==> src/rtl/inst_fetch_ctrl_if.sv <==
// Fetch-side bus: ROM address/data pair plus the valid/ready instruction
// stream handed to the decode stage.
interface inst_fetch_ctrl_if #(
    parameter int ADDR_W = 4,
    parameter int DATA_W = 8
);
    logic [ADDR_W-1:0] rom_addr;
    logic [DATA_W-1:0] rom_data;
    logic [DATA_W-1:0] inst_out;
    logic [ADDR_W-1:0] inst_pc;
    logic              inst_valid;
    logic              inst_ready;

    // The fetch controller drives the ROM address and the instruction stream.
    modport master (
        output rom_addr,
        input  rom_data,
        output inst_out,
        output inst_pc,
        output inst_valid,
        input  inst_ready
    );

    // The ROM and the decode stage sit on the other side.
    modport slave (
        input  rom_addr,
        output rom_data,
        input  inst_out,
        input  inst_pc,
        input  inst_valid,
        output inst_ready
    );
endinterface

==> src/rtl/inst_fetch_ctrl.sv <==
// Instruction fetch sequencer: owns the ROM pc, steps through the ROM and
// presents fetched words through a single-entry valid/ready output register.
module inst_fetch_ctrl #(
    parameter int              ADDR_W     = 4,
    parameter int              DATA_W     = 8,
    parameter int              START_ADDR = 0,
    parameter int              WRAP_ADDR  = 1,
    parameter logic [DATA_W-1:0] HALT_OP  = 8'hFF
) (
    input  logic              clk,
    input  logic              rst,
    input  logic              start,
    input  logic              stall,
    input  logic              jump_en,
    input  logic [ADDR_W-1:0] jump_addr,
    inst_fetch_ctrl_if.master bus,
    output logic              busy,
    output logic              halted
);

    typedef enum logic [1:0] {
        ST_IDLE = 2'd0,
        ST_RUN  = 2'd1,
        ST_HALT = 2'd2
    } state_t;

    localparam logic [ADDR_W-1:0] START_PC = ADDR_W'(START_ADDR);
    localparam logic [ADDR_W-1:0] WRAP_PC  = ADDR_W'(WRAP_ADDR);
    localparam logic [ADDR_W-1:0] LAST_PC  = {ADDR_W{1'b1}};

    state_t            state_q, state_d;
    logic [ADDR_W-1:0] pc_q, pc_d;
    logic [DATA_W-1:0] inst_out_q, inst_out_d;
    logic [ADDR_W-1:0] inst_pc_q, inst_pc_d;
    logic              inst_valid_q, inst_valid_d;

    logic              transfer;
    logic              load;
    logic [ADDR_W-1:0] pc_next;

    // The last ROM address wraps to WRAP_PC rather than rolling over to zero.
    always_comb begin
        pc_next = pc_q + ADDR_W'(1);
        if (pc_q == LAST_PC) begin
            pc_next = WRAP_PC;
        end
    end

    always_comb begin
        transfer = inst_valid_q && bus.inst_ready;
        load     = (state_q == ST_RUN) && !stall && !jump_en
                   && (!inst_valid_q || bus.inst_ready);
    end

    always_comb begin
        state_d      = state_q;
        pc_d         = pc_q;
        inst_out_d   = inst_out_q;
        inst_pc_d    = inst_pc_q;
        inst_valid_d = inst_valid_q;

        case (state_q)
            ST_IDLE: begin
                if (start) begin
                    state_d = ST_RUN;
                    pc_d    = START_PC;
                end
            end

            // Jump outranks stall and load and flushes any unaccepted word.
            ST_RUN: begin
                if (jump_en) begin
                    pc_d         = jump_addr;
                    inst_valid_d = 1'b0;
                end else if (load) begin
                    inst_out_d   = bus.rom_data;
                    inst_pc_d    = pc_q;
                    inst_valid_d = 1'b1;
                    if (bus.rom_data == HALT_OP) begin
                        state_d = ST_HALT;
                    end else begin
                        pc_d = pc_next;
                    end
                end else if (transfer) begin
                    inst_valid_d = 1'b0;
                end
            end

            // A restart from HALT drops a HALT_OP that was never accepted.
            ST_HALT: begin
                if (start) begin
                    state_d      = ST_RUN;
                    pc_d         = START_PC;
                    inst_valid_d = 1'b0;
                end else if (transfer) begin
                    inst_valid_d = 1'b0;
                end
            end

            default: begin
                state_d = ST_IDLE;
            end
        endcase
    end

    always_ff @(posedge clk) begin
        if (rst) begin
            state_q      <= ST_IDLE;
            pc_q         <= '0;
            inst_out_q   <= '0;
            inst_pc_q    <= '0;
            inst_valid_q <= 1'b0;
        end else begin
            state_q      <= state_d;
            pc_q         <= pc_d;
            inst_out_q   <= inst_out_d;
            inst_pc_q    <= inst_pc_d;
            inst_valid_q <= inst_valid_d;
        end
    end

    always_comb begin
        bus.rom_addr   = pc_q;
        bus.inst_out   = inst_out_q;
        bus.inst_pc    = inst_pc_q;
        bus.inst_valid = inst_valid_q;
        busy           = (state_q == ST_RUN);
        halted         = (state_q == ST_HALT);
    end

endmodule

==> src/flat_wrapper.sv <==
// flat-port wrapper written by rule: the top's interface ports become plain ports
module inst_fetch_ctrl_flat 
#(
    parameter int              ADDR_W     = 4,
    parameter int              DATA_W     = 8,
    parameter int              START_ADDR = 0,
    parameter int              WRAP_ADDR  = 1,
    parameter logic [DATA_W-1:0] HALT_OP  = 8'hFF
)
  (clk, rst, start, stall, jump_en, jump_addr, busy, halted, bus_rom_addr, bus_rom_data, bus_inst_out, bus_inst_pc, bus_inst_valid, bus_inst_ready);
  inst_fetch_ctrl_if #(.ADDR_W(ADDR_W), .DATA_W(DATA_W)) bus_i ();
  input  logic clk;
  input  logic rst;
  input  logic start;
  input  logic stall;
  input  logic jump_en;
  input  logic [ADDR_W-1:0] jump_addr;
  output logic busy;
  output logic halted;
  output wire logic [$bits(bus_i.rom_addr)-1:0] bus_rom_addr;
  input wire logic [$bits(bus_i.rom_data)-1:0] bus_rom_data;
  output wire logic [$bits(bus_i.inst_out)-1:0] bus_inst_out;
  output wire logic [$bits(bus_i.inst_pc)-1:0] bus_inst_pc;
  output wire logic [$bits(bus_i.inst_valid)-1:0] bus_inst_valid;
  input wire logic [$bits(bus_i.inst_ready)-1:0] bus_inst_ready;
  assign bus_rom_addr = bus_i.rom_addr;
  assign bus_i.rom_data = bus_rom_data;
  assign bus_inst_out = bus_i.inst_out;
  assign bus_inst_pc = bus_i.inst_pc;
  assign bus_inst_valid = bus_i.inst_valid;
  assign bus_i.inst_ready = bus_inst_ready;
  inst_fetch_ctrl #(.ADDR_W(ADDR_W), .DATA_W(DATA_W), .START_ADDR(START_ADDR), .WRAP_ADDR(WRAP_ADDR), .HALT_OP(HALT_OP)) u_core (.clk(clk), .rst(rst), .start(start), .stall(stall), .jump_en(jump_en), .jump_addr(jump_addr), .bus(bus_i), .busy(busy), .halted(halted));
endmodule
==> config.mk <==
export PLATFORM = sky130hd
export DESIGN_NAME = inst_fetch_ctrl_flat
export DESIGN_NICKNAME = d
export VERILOG_FILES = /design/src/rtl/inst_fetch_ctrl_if.sv /design/src/rtl/inst_fetch_ctrl.sv /design/src/flat_wrapper.sv
export SDC_FILE = /design/constraint.sdc
export NUM_CORES = 1
export LEC_CHECK = 0
export BUFFER_PORTS_ARGS = -buffer_cell sky130_fd_sc_hd__buf_2
export CORE_UTILIZATION = 43
export DETAILED_ROUTE_END_ITERATION = 10
export GPL_TIMING_DRIVEN = 0
export PLACE_DENSITY = 0.74
export SYNTH_ARGS = -nofsm -noshare
export SYNTH_HDL_FRONTEND = slang
export SYNTH_SLANG_ARGS = --single-unit
==> constraint.sdc <==
create_clock -name clk -period 1.7 [get_ports clk]
set_input_delay 0.085 -clock clk [delete_from_list [all_inputs] [get_ports clk]]
set_output_delay 0.085 -clock clk [all_outputs]
set_load 0.1 [all_outputs]
Word level (Yosys, flattened, before mapping)
Index checks and enable logic that the tools add are counted.
W data, S select, Z words.

word-level totals
  register bits = 19
  input bits = 18
  output and inout port bits = 19
  logic and storage cells = 48

cells by class
  $add $sub $neg = 1
  equal/unequal tests = 10
  multiplexer cells = 16
  bitwise logic cells = 1
  reduce and logical (&&, ||, !) cells = 15

operators by type and width
  kind                   number
  $mux W4                5
  $eq A8 B8 Y1 const B   1
  $mux W2                4
  $pmux W4 S2            1
  $reduce_and A4 Y1      2
  $ne A2 B1 Y1 const B   3
  $add A4 B1 Y4 const B  1
  $eq A4 B4 Y1 const B   1
  $logic_and A1 B1 Y1    4
  $mux W1                4
  $pmux W2 S2            1
  $reduce_bool A2 Y1     2
  $logic_not A1 Y1       3
  $ne A3 B2 Y1 const B   1
  $ne A3 B3 Y1 const B   1
  $reduce_and A3 Y1      1
  $eq A2 B1 Y1 const B   1
  $eq A2 B2 Y1 const B   1
  $logic_not A2 Y1       1
  $ne A2 B2 Y1 const B   1
  $pmux W1 S2            1
  $reduce_or A2 Y1       1
  $logic_or A1 B1 Y1     1
  $not A1 Y1             1

Longest topological paths before layout
  depth in word-level cells = 7
  mapped depth = 6
  mapped depth without buffers = 6

Worst setup path after synthesis
Ideal clock, no wire load.

  kind = register -> register
  start = reg u_core.state_q[1]
  end = reg u_core.inst_pc_q[0], in the netlist u_core.bus.inst_pc[0]
  setup time = 128 ps
  arrival time = 2261 ps
  setup slack = -688 ps
  stages on the path, launching flop included = 7
  path buffers = 1
  clock period less this slack = 2388 ps
  cell sequence = dfxtp_1 -> inv_1 -> ha_1 -> nor4b_4 -> buf_6 -> mux2i_1 -> nor2_1

between the ends
  longest elaborated chain between the ends = 5

ends and longest elaborated chain
  what                                  RTL line                text
  start, declared                       inst_fetch_ctrl.sv:31   state_t state_q, state_d;
  start signal, assigned                inst_fetch_ctrl.sv:114  state_q <= state_d;
  $eq A2 B1 Y1 *                        --
  net busy                              flat_wrapper.sv:18      output logic busy;
  $logic_and A1 B1 Y1 (2 in a row)      inst_fetch_ctrl.sv:51   load = (state_q == ST_RUN) && !stall && !jump_en
  $logic_and A1 B1 Y1                   inst_fetch_ctrl.sv:52   && (!inst_valid_q || bus.inst_ready);
  $reduce_and A3 Y1 (no source line) *  --
  end signal, assigned                  inst_fetch_ctrl.sv:117  inst_pc_q <= inst_pc_d;
  end, declared                         inst_fetch_ctrl.sv:34   logic [ADDR_W-1:0] inst_pc_q, inst_pc_d;

Mark *: on every way through the listed nets, which the timed path passes. The rest lies on a longest branch.
A chain may end at the register's enable or synchronous reset.

Final worst setup path
  start = reg u_core.state_q[0]
  end = reg u_core.state_q[0]

between the ends
  longest elaborated chain between the ends = 6

ends and longest elaborated chain
  what                                RTL line
  $eq A2 B1 Y1                        inst_fetch_ctrl.sv:51, inst_fetch_ctrl.sv:62
  $logic_and A1 B1 Y1 (2 in a row)    inst_fetch_ctrl.sv:51
  $logic_and A1 B1 Y1                 inst_fetch_ctrl.sv:52
  $ne A2 B1 Y1 (no source line)       --
  $reduce_and A4 Y1 (no source line)  --

Parallel ways exist; a longest one is shown, timed or not.

==> impl_metrics.xml <==
<?xml version="1.0" encoding="UTF-8"?>
<metrics>
  <group name="run_status">
    <metric name="result_of_the_run" unit="">finished clean</metric>
  </group>
  <group name="pwr">
    <metric name="internal_power_component" unit="uW">844</metric>
    <metric name="netSwitchingFraction" unit="">0.484</metric>
    <metric name="clockPowerShare" unit="">0.140</metric>
    <metric name="power.ir.vdd_worst" unit="mV">0.638</metric>
    <metric name="cellLeakagePower" unit="uW">0.000561</metric>
    <metric name="p_switching" unit="uW">792</metric>
    <metric name="comb_power_share" unit="">0.515</metric>
    <metric name="cellPowerDensity" unit="nW/um^2">1250</metric>
    <metric name="sequentialPowerShare" unit="">0.345</metric>
  </group>
  <group name="cells_and_area">
    <metric name="flow.area_growth_from_synthesis" unit="%">28.4</metric>
    <metric name="layout.cells.non_filler" unit="">173</metric>
    <metric name="antenna_cells" unit="">0</metric>
    <metric name="drive_gt1_frac" unit="">0.414</metric>
    <metric name="final_net_count" unit="">170</metric>
  </group>
  <group name="route">
    <metric name="route.detailed.drc" unit="">0</metric>
    <metric name="drt_wl_total" unit="um">2200</metric>
    <metric name="initialDrtViolationCount" unit="">13</metric>
    <metric name="vias_per_cell" unit="">5.18</metric>
    <metric name="avgRoutedWirePerCell" unit="um">12.7</metric>
    <metric name="detail_route.first_pass.iterations" unit="">4</metric>
    <metric name="vias" unit="">897</metric>
    <metric name="route.antenna.remaining_nets" unit="">0</metric>
  </group>
  <group name="sta">
    <metric name="fin_crit_sh" unit="">0.995</metric>
    <metric name="fmax" unit="MHz">591</metric>
    <metric name="slew-limit-headroom" unit="">0.675</metric>
    <metric name="grt_setup_unrepaired" unit="">yes</metric>
    <metric name="fin_worst_skew" unit="ns">0.00121</metric>
    <metric name="least_margin_pin_slew" unit="ns">0.490</metric>
    <metric name="report.final.slew_viol_count" unit="">0</metric>
    <metric name="finalWorstSetupSlack" unit="ns">0.00904</metric>
    <metric name="setup_viol" unit="">0</metric>
    <metric name="timing.final.crit_period" unit="ns">1.69</metric>
    <metric name="hold_violations" unit="">0</metric>
  </group>
  <group name="grt">
    <metric name="maximum_number_of_pins_on_one_net_before_global_route_repair" unit="">11</metric>
    <metric name="grt_pass1_wl" unit="um">3760</metric>
    <metric name="first_global_vias" unit="">858</metric>
    <metric name="antenna_found_initial" unit="">0</metric>
    <metric name="global_route.usage.total" unit="">0.199</metric>
    <metric name="remaining_global_route_overflow" unit="">0</metric>
  </group>
  <group name="logic_synthesis">
    <metric name="synth-adder-area-share" unit="">0.0739</metric>
    <metric name="synth_seq_area_share" unit="">0.374</metric>
    <metric name="netlist.area_leader.share" unit="">0.374</metric>
    <metric name="post_synthesis_average_cell_area" unit="sq um">9.86</metric>
    <metric name="synth_register_bits" unit="">19</metric>
    <metric name="synth_top_family_by_area" unit="">multiplexers</metric>
    <metric name="synth.area.mux_share" unit="">0.192</metric>
    <metric name="yosys.area_share.xor_xnor" unit="">0</metric>
    <metric name="async_flop_share" unit="">0</metric>
    <metric name="synth_area_leaders" unit="">sky130_fd_sc_hd__dfxtp_1, sky130_fd_sc_hd__mux2i_1, sky130_fd_sc_hd__ha_1</metric>
    <metric name="ys.flop_type" unit="">sky130_fd_sc_hd__dfxtp_1</metric>
    <metric name="synth-edff-count" unit="">0</metric>
    <metric name="syn-instance-count" unit="">103</metric>
    <metric name="yosysTopAreaCell" unit="">sky130_fd_sc_hd__dfxtp_1</metric>
    <metric name="yosysWarnings" unit="">0</metric>
    <metric name="syn-cell-area" unit="sq um">1020</metric>
    <metric name="synth_simple_gate_area_share" unit="">0.182</metric>
    <metric name="post_synth_num_cell_types" unit="">29</metric>
    <metric name="synth-compound-area-share" unit="">0.137</metric>
    <metric name="post_synth_net_total" unit="">127</metric>
  </group>
  <group name="floorplan">
    <metric name="io_pins" unit="">37</metric>
    <metric name="core-area" unit="sq um">2210</metric>
    <metric name="die_area" unit="sq um">2560</metric>
    <metric name="die_h" unit="um">50.6</metric>
    <metric name="initial_util" unit="">0.459</metric>
    <metric name="die_x" unit="um">50.6</metric>
    <metric name="fp-row-count" unit="">17</metric>
  </group>
  <group name="critical_path">
    <metric name="cp-start-kind" unit="">register</metric>
    <metric name="timing.critical_path.max_delay_family" unit="">flip-flops</metric>
    <metric name="worstPathMaxFanout" unit="">4</metric>
    <metric name="setup.reg_to_reg.worst_slack" unit="ns">0.009</metric>
    <metric name="critical_path_arrival" unit="ns">1.88</metric>
    <metric name="crit_path_start" unit="">u_core.state_q[0]</metric>
    <metric name="reg2regPathDepth" unit="">5</metric>
    <metric name="critical-path-slowest-cell" unit="">sky130_fd_sc_hd__dfxtp_2</metric>
    <metric name="critical_path_class" unit="">register to register</metric>
    <metric name="cp.depth" unit="">5</metric>
    <metric name="crit_path_end" unit="">u_core.state_q[0]</metric>
    <metric name="critical_path.endpoint_type" unit="">register</metric>
    <metric name="max_stage_delay" unit="ns">0.40</metric>
    <metric name="crit_path_cell_trace" unit="">inv_1 -&gt; ha_1 -&gt; nor2_1 -&gt; o2111a_1 -&gt; mux2_2</metric>
    <metric name="cp.required" unit="ns">1.89</metric>
    <metric name="reg2reg_to" unit="">u_core.state_q[0]</metric>
    <metric name="crit_buf_inv" unit="">1</metric>
    <metric name="reg_to_reg_critical_path_startpoint" unit="">u_core.state_q[0]</metric>
  </group>
  <group name="place">
    <metric name="detailed_place_hpwl" unit="um">1730</metric>
    <metric name="place_ws" unit="ns">0.0327</metric>
    <metric name="place.port_buffers" unit="">36</metric>
    <metric name="place_inst" unit="">167</metric>
    <metric name="place_congestion" unit="">0.793</metric>
  </group>
  <group name="hold_path">
    <metric name="worstHoldPathCells" unit="">3</metric>
    <metric name="tightest_hold_check_type" unit="">input pin to register</metric>
  </group>
  <group name="clocking">
    <metric name="worst_skew_pair.late_latency" unit="ns">0.29</metric>
    <metric name="cts-root-to-sink-buffers" unit="">2</metric>
    <metric name="clock-root-buffer" unit="">sky130_fd_sc_hd__clkbuf_4</metric>
    <metric name="path_clk_slew" unit="ns">0.11</metric>
    <metric name="cts-buffers-inserted" unit="">3</metric>
    <metric name="tritoncts_num_sinks" unit="">19</metric>
    <metric name="tritoncts" unit="">yes</metric>
    <metric name="cts.htree.levels" unit="">1</metric>
  </group>
  <group name="run">
    <metric name="cap_violations" unit="">0</metric>
  </group>
</metrics>
[stage by stage]
stage / hold slack, ns / power (uW) / utilization / setup TNS [ns] / instance area, sq um
final: 0.0337 / 1640 / 0.590 / 0 / 1310
after global routing: 0.0539 / 1720 / 0.590 / -0.264 / 1310
after CTS: 0.0292 / 1640 / 0.583 / 0 / 1290
after detailed placement: 0.340 / 1410 / 0.571 / 0 / 1260
after global placement: 0.333 / 1390 / 0.571 / 0 / 1260
after floorplan: 0.232 / 1280 / - / -0.358 / 1050
[cell usage after synthesis (3+ instances only)]
cell and count:
sky130_fd_sc_hd__mux2i_1 15, sky130_fd_sc_hd__nor2b_1 3, sky130_fd_sc_hd__inv_1 6, sky130_fd_sc_hd__mux2_2 4
sky130_fd_sc_hd__dfxtp_1 19, sky130_fd_sc_hd__nand2b_1 3, sky130_fd_sc_hd__nor2_1 15, sky130_fd_sc_hd__o21ai_0 5
sky130_fd_sc_hd__ha_1 6
[power by group through the flow]
stage                     Combinational [uW]  Sequential (uW)  Clock (uW)
final                                    842              565         230
after global routing                     898              572         254
after CTS                                837              563         238
after detailed placement                 836              573           0
after global placement                   821              570           0
after floorplan                          476              803           0
[logic make-up after synthesis]
kind of cell / count (synthesis)
flip-flops: 19
AO/OA/AOI/OAI: 17
adder cells (fa/ha/maj): 6
buffers and inverters: 9
AND/OR/NAND/NOR: 33
multiplexers: 19
[sequential cells by signal, summed over array words and instances, names as in the netlist]
register,flops
u_core.bus.inst_out,8
u_core.bus.inst_pc,4
u_core.bus.rom_addr,4
u_core.state_q,2
u_core.bus.inst_valid,1
[layout by cell type (no fill, tap or decap), types with 2 or more instances in the layout]
master / n
sky130_fd_sc_hd__a21oi_1: 2
sky130_fd_sc_hd__a31oi_1: 2
sky130_fd_sc_hd__buf_2: 36
sky130_fd_sc_hd__buf_4: 2
sky130_fd_sc_hd__clkbuf_1: 3
sky130_fd_sc_hd__clkbuf_4: 3
sky130_fd_sc_hd__dfxtp_1: 13
sky130_fd_sc_hd__dfxtp_2: 6
sky130_fd_sc_hd__ha_1: 4
sky130_fd_sc_hd__ha_4: 2
sky130_fd_sc_hd__inv_1: 5
sky130_fd_sc_hd__mux2_2: 4
sky130_fd_sc_hd__mux2i_1: 15
sky130_fd_sc_hd__nand2_1: 2
sky130_fd_sc_hd__nand2b_1: 3
sky130_fd_sc_hd__nand3_1: 2
sky130_fd_sc_hd__nand4_1: 2
sky130_fd_sc_hd__nor2_1: 15
sky130_fd_sc_hd__nor2b_1: 3
sky130_fd_sc_hd__nor3_1: 2
sky130_fd_sc_hd__o21ai_0: 5
[final cells by class]
type | count | area [sq um]
Buffer | 3 | 18.8
Clock buffer | 4 | 26.3
Timing Repair Buffer | 38 | 195
Inverter | 6 | 22.5
Tap cell | 28 | 35.0
Multi-Input combinational cell | 75 | 619
Fill cell | 203 | 907
Sequential cell | 19 | 388
[metal layers]
layer  global-route usage  wire (um)
met5                    0          0
met4                0.125         66
met3               0.0455        100
met2                0.331       1110
met1                0.229        922
[worst min path at each step]
stage                                         to             from  slack [ns]
after detailed placement  u_core.bus.inst_out[2]  bus_rom_data[2]        0.34
final                     u_core.bus.inst_out[2]  bus_rom_data[2]        0.03
after global placement    u_core.bus.inst_out[6]  bus_rom_data[6]        0.33
after global routing      u_core.bus.inst_out[2]  bus_rom_data[2]        0.05
after CTS                 u_core.bus.inst_out[2]  bus_rom_data[2]        0.03
after floorplan           u_core.bus.inst_out[0]  bus_rom_data[0]        0.23
[worst reg2reg max path, stage by stage, from the launching register on]
cell and delay [ns]:
sky130_fd_sc_hd__dfxtp_2 0.40, sky130_fd_sc_hd__inv_1 0.14, sky130_fd_sc_hd__ha_1 0.24, sky130_fd_sc_hd__nor2_1 0.21, sky130_fd_sc_hd__o2111a_1 0.26, sky130_fd_sc_hd__mux2_2 0.34
[repair_timing]
action,CTS,global route
resized for setup,0,0
hold buffers,0,0
endpoints found under the setup margin,0,12
setup buffers,0,2
Note: power is estimated with default switching activity, not from simulation.
